File: src/rtl/twiddle_pkg.sv
// twiddle_pkg: shared definitions for the radix-2 FFT twiddle generator.
//   - default sizing (N_LOG2/W/FRAC)
//   - packed output word field offsets ({Tr, Ti})
//   - FSM state encoding
//   - cos_tab(): elaboration-time quarter-wave cosine value C[i]
// Optional feature macro used by the block: TWIDDLE_CONJ_EN (see twiddle_gen).
package twiddle_pkg;

  localparam int N_LOG2_DEF = 6;
  localparam int W_DEF      = 12;
  localparam int FRAC_DEF   = 10;

  localparam int TR_MSB = 23;
  localparam int TR_LSB = 12;
  localparam int TI_MSB = 11;
  localparam int TI_LSB = 0;

  typedef enum logic [0:0] {
    IDLE = 1'b0,
    RUN  = 1'b1
  } state_t;

  // pi scaled by 2^30
  localparam longint PI_Q30 = 64'sd3373259426;

  // round(2^frac * cos(2*pi*i/2^n_log2)) for 0 <= i <= 2^n_log2/4.
  // Pure integer Taylor series in Q30 so the table is computed at elaboration
  // without real arithmetic; the angle never exceeds pi/2 so 12 terms are
  // far more than enough for exact rounding at 10 fractional bits.
  function automatic int cos_tab(input int i, input int n_log2, input int frac);
    longint x;
    longint x2;
    longint term;
    longint acc;
    x    = (PI_Q30 * 64'sd2 * longint'(i)) >>> n_log2;
    x2   = (x * x) >>> 30;
    term = 64'sd1 <<< 30;
    acc  = term;
    for (int n = 1; n <= 12; n++) begin
      term = -((term * x2) >>> 30) / longint'((2 * n - 1) * (2 * n));
      acc  = acc + term;
    end
    return int'((acc + (64'sd1 <<< (29 - frac))) >>> (30 - frac));
  endfunction

endpackage

File: src/rtl/twiddle_if.sv
// twiddle_if: stream interface between the twiddle generator and its consumer.
//   start/stage[/inverse] : sequence request (consumer -> generator)
//   ready                 : consumer accepts out when valid=1
//   valid/out/k_index/last/busy : twiddle stream and status (generator -> consumer)
// modport master = generator side, slave = consumer side.
// TWIDDLE_CONJ_EN adds the 1-bit 'inverse' request signal.
interface twiddle_if import twiddle_pkg::*; #(
  parameter int N_LOG2 = N_LOG2_DEF,
  parameter int W      = W_DEF
) ();

  logic                        start;
  logic [$clog2(N_LOG2)-1:0]   stage;
  logic                        ready;
  logic                        valid;
  logic [2*W-1:0]              out;
  logic [N_LOG2-2:0]           k_index;
  logic                        last;
  logic                        busy;

`ifdef TWIDDLE_CONJ_EN
  logic                        inverse;

  modport master (input start, stage, inverse, ready,
                  output valid, out, k_index, last, busy);
  modport slave  (output start, stage, inverse, ready,
                  input valid, out, k_index, last, busy);
`else
  modport master (input start, stage, ready,
                  output valid, out, k_index, last, busy);
  modport slave  (output start, stage, ready,
                  input valid, out, k_index, last, busy);
`endif

endinterface

File: src/rtl/twiddle_rom.sv
// twiddle_rom: quarter-wave cosine table C[0..N/4] with two registered read
// ports sharing one enable (port a feeds Tr, port b feeds Ti).
//   clk, reset (async active-low), i_en (advance), i_addr_a/i_addr_b (index),
//   o_data_a/o_data_b (C[index], unsigned magnitude, FRAC fractional bits).
module twiddle_rom import twiddle_pkg::*; #(
  parameter int N_LOG2 = N_LOG2_DEF,
  parameter int W      = W_DEF,
  parameter int FRAC   = FRAC_DEF
) (
  input  logic              clk,
  input  logic              reset,
  input  logic              i_en,
  input  logic [N_LOG2-2:0] i_addr_a,
  input  logic [N_LOG2-2:0] i_addr_b,
  output logic [W-1:0]      o_data_a,
  output logic [W-1:0]      o_data_b
);

  localparam int QTR = 1 << (N_LOG2 - 2);

  logic [W-1:0] w_tab [0:QTR];
  logic [W-1:0] r_data_a;
  logic [W-1:0] r_data_b;

  for (genvar g = 0; g <= QTR; g++) begin : g_tab
    localparam int C_VAL = cos_tab(g, N_LOG2, FRAC);
    assign w_tab[g] = C_VAL[W-1:0];
  end

  // Registered table reads; hold while the pipeline is stalled
  always_ff @(posedge clk or negedge reset) begin
    if (!reset) begin
      r_data_a <= '0;
      r_data_b <= '0;
    end else if (i_en) begin
      r_data_a <= w_tab[i_addr_a];
      r_data_b <= w_tab[i_addr_b];
    end
  end

  assign o_data_a = r_data_a;
  assign o_data_b = r_data_b;

endmodule

File: src/rtl/twiddle_gen.sv
// twiddle_gen: streams N/2 twiddles W_N^k = cos(2*pi*k/N) - j*sin(2*pi*k/N)
// for one radix-2 DIT stage, in butterfly order, as {Tr, Ti} signed words.
//   clk   : rising-edge clock
//   reset : asynchronous active-low, clears all state
//   bus   : twiddle_if.master (start/stage[/inverse]/ready in,
//           valid/out/k_index/last/busy out)
// Pipeline: butterfly counter -> ROM + symmetry register -> output register.
// Build option TWIDDLE_CONJ_EN: latch 'inverse' at start and emit conjugate
// twiddles (Ti sign flipped) when it is set.
module twiddle_gen import twiddle_pkg::*; #(
  parameter int N_LOG2 = N_LOG2_DEF,
  parameter int W      = W_DEF,
  parameter int FRAC   = FRAC_DEF
) (
  input  logic     clk,
  input  logic     reset,
  twiddle_if.master bus
);

  localparam int KW      = N_LOG2 - 1;
  localparam int SW      = $clog2(N_LOG2);
  localparam int QTR_I   = 1 << (N_LOG2 - 2);
  localparam int HALF_I  = 1 << (N_LOG2 - 1);
  localparam int SMAX_I  = N_LOG2 - 1;
  localparam logic [KW:0]   QTR    = QTR_I[KW:0];
  localparam logic [KW:0]   HALF   = HALF_I[KW:0];
  localparam logic [KW-1:0] B_LAST = {KW{1'b1}};
  localparam logic [SW-1:0] S_MAX  = SMAX_I[SW-1:0];

  state_t          r_state;
  logic [SW-1:0]   r_s;
  logic [KW-1:0]   r_b;
  logic            r_cnt_act;
  logic            r_v1;
  logic [KW-1:0]   r_k1;
  logic            r_last1;
  logic            r_neg_r1;
  logic            r_neg_i1;
  logic            r_valid;
  logic [2*W-1:0]  r_out;
  logic [KW-1:0]   r_k;
  logic            r_last;
  logic            r_busy;

  logic [SW-1:0]   w_stage_c;
  logic [SW-1:0]   w_shift;
  logic [KW-1:0]   w_mask;
  logic [KW-1:0]   w_k;
  logic [KW:0]     w_kx;
  logic [KW-1:0]   w_addr_r;
  logic [KW-1:0]   w_addr_i;
  logic            w_neg_r;
  logic            w_inv;
  logic            w_adv;
  logic            w_done;
  logic [W-1:0]    w_rom_r;
  logic [W-1:0]    w_rom_i;
  logic [W-1:0]    w_tr;
  logic [W-1:0]    w_ti;
  logic [2*W-1:0]  w_word;

  // The whole pipeline moves unless a valid word is waiting on the consumer
  assign w_adv  = ~r_valid | bus.ready;
  assign w_done = r_valid & bus.ready & r_last;

  // Out-of-range stage requests fold onto the final stage
  always_comb begin
    if (bus.stage > S_MAX) begin
      w_stage_c = S_MAX;
    end else begin
      w_stage_c = bus.stage;
    end
  end

  // k = (b mod 2^s) << (N_LOG2-1-s), then map k onto the quarter-wave table
  always_comb begin
    w_shift = S_MAX - r_s;
    w_mask  = (KW'(1) << r_s) - KW'(1);
    w_k     = (r_b & w_mask) << w_shift;
    w_kx    = {1'b0, w_k};
    if (w_kx <= QTR) begin
      w_addr_r = w_k;
      w_addr_i = KW'(QTR - w_kx);
      w_neg_r  = 1'b0;
    end else begin
      w_addr_r = KW'(HALF - w_kx);
      w_addr_i = KW'(w_kx - QTR);
      w_neg_r  = 1'b1;
    end
  end

`ifdef TWIDDLE_CONJ_EN
  logic r_inv;

  // Direction is captured with the stage when a sequence is accepted
  always_ff @(posedge clk or negedge reset) begin
    if (!reset) begin
      r_inv <= 1'b0;
    end else if ((r_state == IDLE) && bus.start) begin
      r_inv <= bus.inverse;
    end
  end

  assign w_inv = r_inv;
`else
  assign w_inv = 1'b0;
`endif

  twiddle_rom #(
    .N_LOG2 (N_LOG2),
    .W      (W),
    .FRAC   (FRAC)
  ) u_rom (
    .clk      (clk),
    .reset    (reset),
    .i_en     (w_adv & r_cnt_act),
    .i_addr_a (w_addr_r),
    .i_addr_b (w_addr_i),
    .o_data_a (w_rom_r),
    .o_data_b (w_rom_i)
  );

  // Sign application on table magnitudes; |C| <= 2^FRAC so this never wraps
  always_comb begin
    if (r_neg_r1) begin
      w_tr = -w_rom_r;
    end else begin
      w_tr = w_rom_r;
    end
    if (r_neg_i1) begin
      w_ti = -w_rom_i;
    end else begin
      w_ti = w_rom_i;
    end
  end

  if (W == W_DEF) begin : g_pack_fixed
    // Pack using the fixed field offsets of the default word layout
    always_comb begin
      w_word                 = '0;
      w_word[TR_MSB:TR_LSB]  = w_tr;
      w_word[TI_MSB:TI_LSB]  = w_ti;
    end
  end else begin : g_pack_generic
    assign w_word = {w_tr, w_ti};
  end

  // FSM, butterfly counter, symmetry register stage and output register
  always_ff @(posedge clk or negedge reset) begin
    if (!reset) begin
      r_state   <= IDLE;
      r_s       <= '0;
      r_b       <= '0;
      r_cnt_act <= 1'b0;
      r_v1      <= 1'b0;
      r_k1      <= '0;
      r_last1   <= 1'b0;
      r_neg_r1  <= 1'b0;
      r_neg_i1  <= 1'b0;
      r_valid   <= 1'b0;
      r_out     <= '0;
      r_k       <= '0;
      r_last    <= 1'b0;
      r_busy    <= 1'b0;
    end else begin
      case (r_state)
        IDLE: begin
          if (bus.start) begin
            r_state   <= RUN;
            r_s       <= w_stage_c;
            r_b       <= '0;
            r_cnt_act <= 1'b1;
            r_busy    <= 1'b1;
          end
        end
        RUN: begin
          // Start in this cycle is deliberately not looked at
          if (w_done) begin
            r_state <= IDLE;
            r_busy  <= 1'b0;
          end
        end
        default: begin
          r_state <= IDLE;
        end
      endcase

      if (w_adv) begin
        if (r_cnt_act) begin
          r_v1     <= 1'b1;
          r_k1     <= w_k;
          r_last1  <= (r_b == B_LAST);
          r_neg_r1 <= w_neg_r;
          r_neg_i1 <= ~w_inv;
          r_b      <= r_b + KW'(1);
          if (r_b == B_LAST) begin
            r_cnt_act <= 1'b0;
          end
        end else begin
          r_v1 <= 1'b0;
        end
        r_valid <= r_v1;
        r_last  <= r_v1 & r_last1;
        if (r_v1) begin
          r_out <= w_word;
          r_k   <= r_k1;
        end
      end
    end
  end

  assign bus.valid   = r_valid;
  assign bus.out     = r_out;
  assign bus.k_index = r_k;
  assign bus.last    = r_last;
  assign bus.busy    = r_busy;

endmodule

File: src/flat_wrapper.sv
// flat-port wrapper written by rule: the top's interface ports become plain ports
module twiddle_gen_flat import twiddle_pkg::*;
#(
  parameter int N_LOG2 = N_LOG2_DEF,
  parameter int W      = W_DEF,
  parameter int FRAC   = FRAC_DEF
)
  (clk, reset, bus_start, bus_stage, bus_ready, bus_valid, bus_out, bus_k_index, bus_last, bus_busy);
  twiddle_if #(.N_LOG2(N_LOG2), .W(W)) bus_i ();
  input  logic clk;
  input  logic reset;
  input wire logic [$bits(bus_i.start)-1:0] bus_start;
  input wire logic [$bits(bus_i.stage)-1:0] bus_stage;
  input wire logic [$bits(bus_i.ready)-1:0] bus_ready;
  output wire logic [$bits(bus_i.valid)-1:0] bus_valid;
  output wire logic [$bits(bus_i.out)-1:0] bus_out;
  output wire logic [$bits(bus_i.k_index)-1:0] bus_k_index;
  output wire logic [$bits(bus_i.last)-1:0] bus_last;
  output wire logic [$bits(bus_i.busy)-1:0] bus_busy;
  assign bus_i.start = bus_start;
  assign bus_i.stage = bus_stage;
  assign bus_i.ready = bus_ready;
  assign bus_valid = bus_i.valid;
  assign bus_out = bus_i.out;
  assign bus_k_index = bus_i.k_index;
  assign bus_last = bus_i.last;
  assign bus_busy = bus_i.busy;
  twiddle_gen #(.N_LOG2(N_LOG2), .W(W), .FRAC(FRAC)) u_core (.clk(clk), .reset(reset), .bus(bus_i));
endmodule
File: config.mk
export PLATFORM = sky130hd
export DESIGN_NAME = twiddle_gen_flat
export DESIGN_NICKNAME = d
export VERILOG_FILES = /design/src/rtl/twiddle_pkg.sv /design/src/rtl/twiddle_if.sv /design/src/rtl/twiddle_rom.sv /design/src/rtl/twiddle_gen.sv /design/src/flat_wrapper.sv
export SDC_FILE = /design/constraint.sdc
export NUM_CORES = 1
export LEC_CHECK = 0
export ABC_AREA = 1
export BUFFER_PORTS_ARGS = -buffer_cell sky130_fd_sc_hd__buf_2
export CAP_MARGIN = 20
export CORE_MARGIN = 2
export CORE_UTILIZATION = 60
export CTS_BUF_LIST = sky130_fd_sc_hd__clkbuf_16
export DETAILED_ROUTE_END_ITERATION = 10
export PLACE_DENSITY = 0.8
export REMOVE_ABC_BUFFERS = 1
export SLEW_MARGIN = 20
export SYNTH_ARGS = -nofsm -noshare
export SYNTH_HDL_FRONTEND = slang
export SYNTH_SLANG_ARGS = --single-unit
File: constraint.sdc
create_clock -name clk -period 4.5 [get_ports clk]
set_input_delay 1.35 -clock clk [delete_from_list [all_inputs] [get_ports clk]]
set_output_delay 1.35 -clock clk [all_outputs]
set_load 0.02 [all_outputs]
==> flow_summary.ini <==
[yosys]
async_flop_share_pct = 100.0
synth_area_um2 = 4408
syn_inst = 579
synth-main-ff-cell = dfrtp_1
synth_warnings = 0
synth-edff-count = 0
synth_cell_types = 39
synth_area_leaders = dfrtp_1, nand2_1, o21ai_0
ys_ff_latch = 73
synth_area_leader_cell = dfrtp_1
avgSynthCellArea_um2 = 7.613
yosysSeqAreaShare_pct = 41.44
synth_top_area_share_pct = 41.44

[placed_design]
placed_area_um2 = 4649
place_ws_ns = 1.330
dp.cells = 705
hpwl_mm = 6.464
numPortBuffers = 38
gp_congestion = 0.9096

[floorplanning]
die_area_um2 = 8048
rows = 31
start_util_pct = 61.43
die_h_um = 89.71
core-area_um2 = 7176
die_w_um = 89.71
io_pins = 39

[cells_and_area]
ff_latch_area_um2 = 1827
final_cell_count_no_fill = 721
fin_nets = 642
syn_to_final_growth_pct = 12.72
fin_util_pct = 69.24
drive_gt1_share_pct = 16.88
fin_area_um2 = 4969
fillCellCount = 585
num_antenna_cells = 0
multi_input_comb_area_um2 = 2252

[timing]
setup_slack_ns = 1.240
min_period_over_period_pct = 72.44
tightestPinTransition_ns = 0.8980
drv_slew = 0
tns_ns = 0
layout_min_cycle_time_ns = 3.260
relSlewSlack_pct = 39.91
fmax_ghz = 0.3068
rsz0062_at_grt = no
final-setup-viol-count = 0
holdWs_ns = 0.4656
finalHoldViolCount = 0
finClkSkew_ns = 0.008356

[routing]
drc = 0
post_drt_wl_per_cell_um = 12.79
wirelength_mm = 9.222
dr.pass1.iters = 5
drt_iter0_markers = 327
avgViaCountPerCell = 5.266
vias = 3797
antenna_left = 0

[setup_path]
arrival_ns = 3.54
critPathMaxFanout = 14
reg2regPathDepth = 19
crit_path_end_kind = register
cpPeakStageDelay_ns = 0.47
r2r_start = u_core.r_s[1]
startpoint = u_core.r_s[1]
worstSetupPathType = register to register
worstPathCellList = inv_2, ha_1, inv_1, nor2_4, inv_4, ha_1, nand2_4, inv_2, nand2_4, nand3_1, nand2_1, inv_1, ha_1, inv_1, nand2_1, o21ai_0, a21oi_1, nand2_1, nand2_1
cp_common_cell = nand2_1
cp.required_ns = 4.78
slowest_stage = dfrtp_1
cp-start-kind = register

[power]
combPwrFrac_pct = 54.3
peakVddDrop_mv = 0.3137
p_sw_mw = 1.949
intPower_mw = 2.139
p_per_area_nw_per_um2 = 822.6
p_clk_share_pct = 18.7
leakage_nw = 2.611
power.total_mw = 4.087
swShare_pct = 47.68
pwr-share-seq_pct = 27.0

[global_route]
grt_usage_pct = 24.46
grt_pass1_vias = 3598
grt_overflow = 0
antenna_found_initial = 0
grt_max_degree = 54
grt_pass1_wl_mm = 16.19

[run_status]
outcome = completed

[hold_path]
min_from = u_core.bus.k_index[2]
hp-class = register to register
whs_path_depth = 2

[flow_run]
maxCapViolCount = 0

[clock_tree]
cts-resized-gates = 0
clk_path_buf_depth = 2
clkSlewWorstSetupHoldPaths_ns = 0.06
clock-sinks = 73
postCtsHoldBufs = 0
cts_buffers = 9
post_cts_buffers = 0
cts_root_buffer = clkbuf_16
ctsHtreeMaxLevel = 3
cts_tree = done
clk_latency_ns = 0.34
==> final timing paths <==
kind	endpoint	slack [ns]
hold / removal	u_core.bus.k_index[2]	0.47
hold reg to reg	u_core.bus.k_index[2]	0.47
min in group asynchronous	u_core.bus.out[1]	0.95
setup reg to reg	u_core.u_rom.o_data_a[5]	1.24
setup / recovery	u_core.u_rom.o_data_a[5]	1.24
max in group asynchronous	u_core.bus.out[15]	2.55
==> synth_stat cells (8+ instances only) <==
master / count
nor2_1: 38
ha_1: 18
nand2_2: 9
o21ai_0: 52
inv_1: 47
clkbuf_1: 10
dfrtp_1: 73
inv_2: 9
nand2_1: 188
a21oi_1: 8
xor2_1: 15
nand3_1: 49
==> cells by family (layout without fill, tap and decap cells) <==
logic type / after synthesis / count (layout) / share of synthesized area, %
AO/OA/AOI/OAI: 77 / 77 / 9.878
XOR/XNOR: 19 / 19 / 3.775
buffers and inverters: 74 / 117 / 7.465
AND/OR/NAND/NOR: 318 / 318 / 32.33
flip-flops: 73 / 73 / 41.44
adder cells (fa/ha/maj): 18 / 18 / 5.109
==> power by group through the flow <==
stage | clock network [mW] | logic [mW] | registers, mW
after detailed placement | 0 | 2.18 | 1.11
after floorplan | 0 | 1.55 | 1.23
final | 0.764 | 2.22 | 1.10
after CTS | 0.775 | 2.21 | 1.10
after global placement | 0 | 2.13 | 1.10
after global routing | 0.805 | 2.51 | 1.14
==> metal layers <==
layer	up-vias	GRT usage (%)	routed length, um
met1	1733	31.88	4181
met4	0	13.72	185
met5	-	0	0
met3	15	4.275	460
li1	1925	-	-
met2	124	38.89	4394
==> placed cells by master, fill, tap and decap left out, types with 3 or more instances in the layout <==
master	instances
a21oi_1	8
a21oi_2	3
a31oi_1	3
buf_2	38
buf_4	4
clkbuf_16	9
dfrtp_1	73
ha_1	18
inv_1	47
inv_2	9
nand2_1	188
nand2_2	9
nand2_4	7
nand3_1	49
nand4_1	3
nor2_1	38
nor2_2	3
nor3_1	4
o21ai_0	52
o22ai_1	3
or2_2	5
xnor2_1	4
xor2_1	15
==> flip-flops by register name, indices dropped and copies added (netlist names) <==
register and flops:
u_core.bus.last 1, u_core.r_last1 1, u_core.r_cnt_act 1, u_core.bus.out 24, u_core.bus.busy 1, u_core.r_neg_r1 1, u_core.r_neg_i1 1, u_core.r_k1 5
u_core.r_state 1, u_core.bus.valid 1, u_core.r_v1 1, u_core.u_rom.o_data_b 11, u_core.bus.k_index 5, u_core.r_s 3, u_core.u_rom.o_data_a 11, u_core.r_b 5
==> cell type report <==
class / count / area share (%)
multi-input cells: 432 / 45.33
flip-flops and latches: 73 / 36.77
inverters: 59 / 4.558
clock buffers: 9 / 4.533
repair buffers: 42 / 4.432
well taps: 99 / 2.493
clock inverters: 7 / 1.889
==> critical path, delay by kind of cell, from the launching register on <==
family | cells | cell delay, ns
AOI/OAI and AO/OA | 2 | 0.28
buffers and inverters | 6 | 0.56
adders and majority gates | 3 | 0.86
DFF | 1 | 0.47
and+or+nand+nor | 8 | 1.04
No activity file was read; power rests on OpenSTA's default activity.
